File: src/rtl/hdmi_packet_serializer.sv
// Serializes one HDMI data-island packet (header + four subpackets) into 9-bit words over 32 pixels,
// appending BCH parity computed on the fly, and paces the upstream packet picker.
module hdmi_packet_serializer #(
  parameter logic [7:0] BCH_POLY = 8'b1000_0011
) (
  input  logic               clk_pixel,
  input  logic               reset,
  input  logic               data_island_period,
  input  logic [23:0]        header,
  input  logic [3:0][55:0]   sub,
  output logic [4:0]         packet_pixel_counter,
  output logic               packet_enable,
  output logic [8:0]         packet_data
);

  function automatic logic [7:0] bch_step(input logic [7:0] e, input logic b);
    return (e >> 1) ^ ((e[0] ^ b) ? BCH_POLY : 8'h00);
  endfunction

  logic [4:0]       counter_q, counter_d;
  logic [7:0]       ecc_hdr_q, ecc_hdr_d;
  logic [3:0][7:0]  ecc_sub_q, ecc_sub_d;
  logic [31:0]      hdr_stream;
  logic [3:0][63:0] sub_stream;
  logic [3:0]       even_bit, odd_bit;
  logic             hdr_bit;
  logic             active;
  logic             last_pixel;
  logic [5:0]       even_idx, odd_idx;

  assign active     = data_island_period && !reset;
  assign last_pixel = (counter_q == 5'd31);
  assign even_idx   = {counter_q, 1'b0};
  assign odd_idx    = {counter_q, 1'b1};

  // Parity sits directly above the payload, so one index walks payload then parity.
  assign hdr_stream = {ecc_hdr_q, header};
  assign hdr_bit    = hdr_stream[counter_q];

  assign counter_d = data_island_period ? counter_q + 5'd1 : 5'd0;

  always_comb begin
    ecc_hdr_d = ecc_hdr_q;
    if (!data_island_period || last_pixel) begin
      ecc_hdr_d = 8'h00;
    end else if (counter_q < 5'd24) begin
      ecc_hdr_d = bch_step(ecc_hdr_q, hdr_bit);
    end
  end

  generate
    for (genvar gi = 0; gi < 4; gi++) begin : g_sub
      assign sub_stream[gi] = {ecc_sub_q[gi], sub[gi]};
      assign even_bit[gi]   = sub_stream[gi][even_idx];
      assign odd_bit[gi]    = sub_stream[gi][odd_idx];
      // Two payload bits are absorbed per pixel, even bit first.
      assign ecc_sub_d[gi]  = (!data_island_period || last_pixel) ? 8'h00 :
                              (counter_q < 5'd28) ?
                                bch_step(bch_step(ecc_sub_q[gi], even_bit[gi]), odd_bit[gi]) :
                                ecc_sub_q[gi];
    end
  endgenerate

  always_ff @(posedge clk_pixel) begin
    if (reset) begin
      counter_q <= 5'd0;
      ecc_hdr_q <= 8'h00;
      ecc_sub_q <= '0;
    end else begin
      counter_q <= counter_d;
      ecc_hdr_q <= ecc_hdr_d;
      ecc_sub_q <= ecc_sub_d;
    end
  end

  assign packet_pixel_counter = counter_q;
  assign packet_enable        = active && last_pixel;
  assign packet_data          = active ? {odd_bit, even_bit, hdr_bit} : 9'h000;

endmodule

File: config.mk
export PLATFORM = sky130hd
export DESIGN_NAME = hdmi_packet_serializer
export DESIGN_NICKNAME = d
export VERILOG_FILES = /design/src/rtl/hdmi_packet_serializer.sv
export SDC_FILE = /design/constraint.sdc
export NUM_CORES = 1
export LEC_CHECK = 0
export CAP_MARGIN = 40
export CORE_ASPECT_RATIO = 1.4
export CORE_MARGIN = 3
export CORE_UTILIZATION = 42
export DETAILED_ROUTE_END_ITERATION = 8
export PLACE_DENSITY = 0.88
export SYNTH_ARGS = -nofsm -noshare
export SYNTH_HDL_FRONTEND = slang
export SYNTH_SLANG_ARGS = --single-unit
File: constraint.sdc
create_clock -name clk_pixel -period 7.1 [get_ports clk_pixel]
set_clock_uncertainty 0.2 [all_clocks]
set_input_delay 0.71 -clock clk_pixel [delete_from_list [all_inputs] [get_ports clk_pixel]]
set_output_delay 0.71 -clock clk_pixel [all_outputs]
set_load 0.05 [all_outputs]
==> results.sh <==
export IMPL_grtUsageTotal_pct=30.5
export IMPL_cell_internal_pwr_uw=619
export IMPL_sequential_cell_area_um2=907
export IMPL_power_per_standard_cell_area_nw_per_um2=117
export IMPL_design_area_um2=7200
export IMPL_multi_input_area_um2=3240
export IMPL_vias_in_the_first_global_route=5185
export IMPL_detail_route_wl_per_cell_um=22.3
export IMPL_cts_htree_levels=2
export IMPL_layout_core_utilization_pct=71.5
export IMPL_relative_contribution_of_combinational_cells_to_total_power_pct=39.8
export IMPL_grt_first_pass_wirelength_um=27800
export IMPL_synth_nets=676
export IMPL_overflow=0
export IMPL_detail_route_antenna_nets=0
export IMPL_fillerInstances=719
export IMPL_final_report_max_slew_violation_count=0
export IMPL_pwr_share_seq_pct=34.0
export IMPL_synth_area_um2=4410
export IMPL_leakage_uw=0.00243
export IMPL_cts_made_buffers=5
export IMPL_fp_dieArea_um2=11800
export IMPL_synth_enable_flop_cells=0
export IMPL_switchingPower_uw=223
export IMPL_ys_ff_latch=45
export IMPL_place_ws_ns=2.58
export IMPL_critical_path_startpoint_type="register"
export IMPL_gp_routability_congestion=0.852
export IMPL_synthArstFlopShare_pct=0
export IMPL_finalSetupTns_ns=0
export IMPL_cell_area_reported_after_detailed_placement_um2=7050
export IMPL_worst_path_max_fanout=48
export IMPL_design_final_nets=915
export IMPL_power_switching_share_pct=26.4
export IMPL_worst_setup_hold_path_clk_slew_ns=0.06
export IMPL_global_route_hottest_layer="met2"
export IMPL_synth_top_cells_by_area="mux4_2, dfxtp_1, mux2i_1, a21oi_1, nand2_1"
export IMPL_grt_max_degree=49
export IMPL_route_vias_total=4768
export IMPL_num_io_pins=266
export IMPL_cts_sinks=45
export IMPL_place_detailed_hpwl_um=14700
export IMPL_cell_type_with_the_largest_total_area_after_synthesis="mux4_2"
export IMPL_use_met1_pct=31.2
export IMPL_floorplan_initialDensity_pct=43.9
export IMPL_drtIter0Drc=324
export IMPL_setup_repair_after_global_routing_missed_its_margin="no"
export IMPL_synth_cell_type_count=48
export IMPL_worst_ep_required_time_ns=6.19
export IMPL_routed_wirelength_um=17900
export IMPL_drt_pass1_iterations=5
export IMPL_fp_coreArea_um2=10100
export IMPL_yosysSeqAreaShare_pct=20.4
export IMPL_critPathKind="reg -> out"
export IMPL_result_of_the_run="finished clean"
export IMPL_drc=0
export IMPL_final_setup_viol_count=0
export IMPL_buffers_inserted_by_post_cts_timing_repair=0
export IMPL_worstPathArrival_ns=3.90
export IMPL_timing_max_cap_violations=0
export IMPL_worstMarginPinSlew_ns=0.848
export IMPL_postCtsHoldBufs=0
export IMPL_synthDominantCellAreaShare_pct=27.1
export IMPL_post_route_cells_drive_above_1_share_pct=12.8
export IMPL_finalCritPeriodShare_pct=67.8
export IMPL_chipHeight_um=127
export IMPL_syn2layout_area_growth_pct=63.1
export IMPL_peak_supply_drop_uv=103
export IMPL_placement_io_buffers=265
export IMPL_final_number_of_hold_violating_endpoints=0
export IMPL_groute_layer_met3_usage_pct=11.5
export IMPL_maxSlewHeadroom_pct=43.5
export IMPL_cts_max_path_buffers=2
export IMPL_power_share_of_the_clock_group_pct=26.2
export IMPL_clock_fmax_ghz=0.208
export IMPL_yosys_most_used_dff="dfxtp_1"
export IMPL_syn_mean_instance_area_um2=10.4
export IMPL_die_x_um=92.6
export IMPL_hold_class="reg -> reg"
export IMPL_fin_ws_ns=2.29
export IMPL_design_power_total_uw=842
export IMPL_placementRows=43
export IMPL_tritoncts="built"
export IMPL_finalWorstPathRequiredPeriod_ns=4.81
export IMPL_number_of_vias_per_cell=5.95
export IMPL_cts_resized=0
export IMPL_insertion_delay_ns=0.28
export IMPL_worst_setup_path_end_kind="output port"
export IMPL_grt_util_met2_pct=55.3
export IMPL_synth_warning_count=0
export IMPL_cts_root_buffer="clkbuf_16"
export IMPL_netlist_instances=423
export IMPL_grt_antenna_before_repair=1
==> logic make-up after synthesis <==
logic type	Yosys count	share of synthesized area (%)
compound gates	103	17.1
xor+xnor	26	6.58
fa+ha+maj	2	0.567
buf+inv	45	6.24
flops	45	20.4
mux	101	39.1
simple gates	101	10.0
==> critical path, cell delays in order (launching register included) <==
cell and delay (ns):
dfxtp_4 0.87, buf_4 0.43, mux4_2 0.54, a22o_1 0.28, a2111oi_2 0.41, or2_2 0.25
nor2_1 0.05, clkdlybuf4s50_1 0.74
==> area by class of cell <==
type                    count  area share (%)
diodes                      3           0.104
flip-flops and latches     45            12.6
inverters                   4           0.209
repair buffers            273            37.8
clock inverters             2           0.139
clock buffers               6            1.79
multi-input cells         333            45.0
well taps                 135            2.35
==> state kept, by name, indices dropped and copies added (netlist names) <==
register,flops
ecc_sub_q,32
ecc_hdr_q,8
packet_pixel_counter,5
==> power groups by stage <==
stage,Combinational (uW),Sequential [uW],Clock (uW)
2_1_floorplan,170,282,0
3_3_place_gp,324,290,0
3_5_place_dp,334,291,0
4_1_cts,336,286,223
5_1_grt,355,289,236
6_report,335,286,221
==> path summary, 6_finish.rpt <==
| path | cells past startpoint | end | startpoint | slack [ns] |
|---|---|---|---|---|
| max | 7 | packet_data[6] | packet_pixel_counter[0] | 2.29 |
| min | 2 | ecc_sub_q[10] | ecc_sub_q[12] | 0.27 |
| max reg2reg | 8 | ecc_sub_q[9] | packet_pixel_counter[0] | 3.38 |
| min reg2reg | 2 | ecc_sub_q[10] | ecc_sub_q[12] | 0.27 |
==> per-stage QoR <==
stage / hold WS (ns) / cells
2_1_floorplan: 0.242 / 423
3_3_place_gp: 0.252 / 788
3_5_place_dp: 0.257 / 790
4_1_cts: 0.265 / 798
5_1_grt: 0.288 / 798
6_report: 0.267 / 801
==> cells in the mapped netlist (3+ instances only) <==
library cell and number:
a31oi_1 3, nor2_1 24, xor2_1 7, buf_2 12
a21oi_1 40, mux2_2 3, or3_1 6, nand2_1 49
mux4_2 53, dfxtp_1 45, a22o_1 10, buf_6 5
nor2b_1 5, o21ai_0 9, nand3_1 6, xnor2_1 14
a211oi_1 5, a22oi_1 7, a211o_1 4, clkbuf_1 16
o221ai_1 5, mux2i_1 42, o22ai_1 8, inv_1 4
xnor3_1 4, buf_4 4
==> layer usage <==
metal  routed length, um  share of wire, %  vias up
met5                  13             0.073        -
met4                 813               4.5        2
met3                1950                11       64
met2                9120                51      299
met1                5970                33     2279
li1                    -                 -     2124
==> placed cells by master, fill, tap and decap left out, drive strengths merged, types with 3 or more instances in the layout <==
| cell type | synthesis | final |
|---|---|---|
| clkdlybuf4s50 | 0 | 265 |
| mux4 | 55 | 55 |
| o22ai | 8 | 8 |
| or3 | 6 | 6 |
| xnor2 | 14 | 14 |
| nand3 | 6 | 6 |
| a22oi | 7 | 7 |
| a211o | 4 | 4 |
| clkbuf | 16 | 6 |
| inv | 4 | 4 |
| a22o | 10 | 10 |
| a211oi | 7 | 7 |
| o21ai | 9 | 9 |
| o221ai | 5 | 5 |
| buf | 25 | 8 |
| dfxtp | 45 | 45 |
| nand2 | 49 | 49 |
| diode | 0 | 3 |
| xor2 | 8 | 8 |
| mux2i | 43 | 43 |
| a21oi | 40 | 40 |
| nor2b | 5 | 5 |
| a31oi | 3 | 3 |
| a2111oi | 5 | 5 |
| xnor3 | 4 | 4 |
| mux2 | 3 | 3 |
| nor2 | 24 | 24 |
Note: power is estimated with default switching activity, not from simulation.
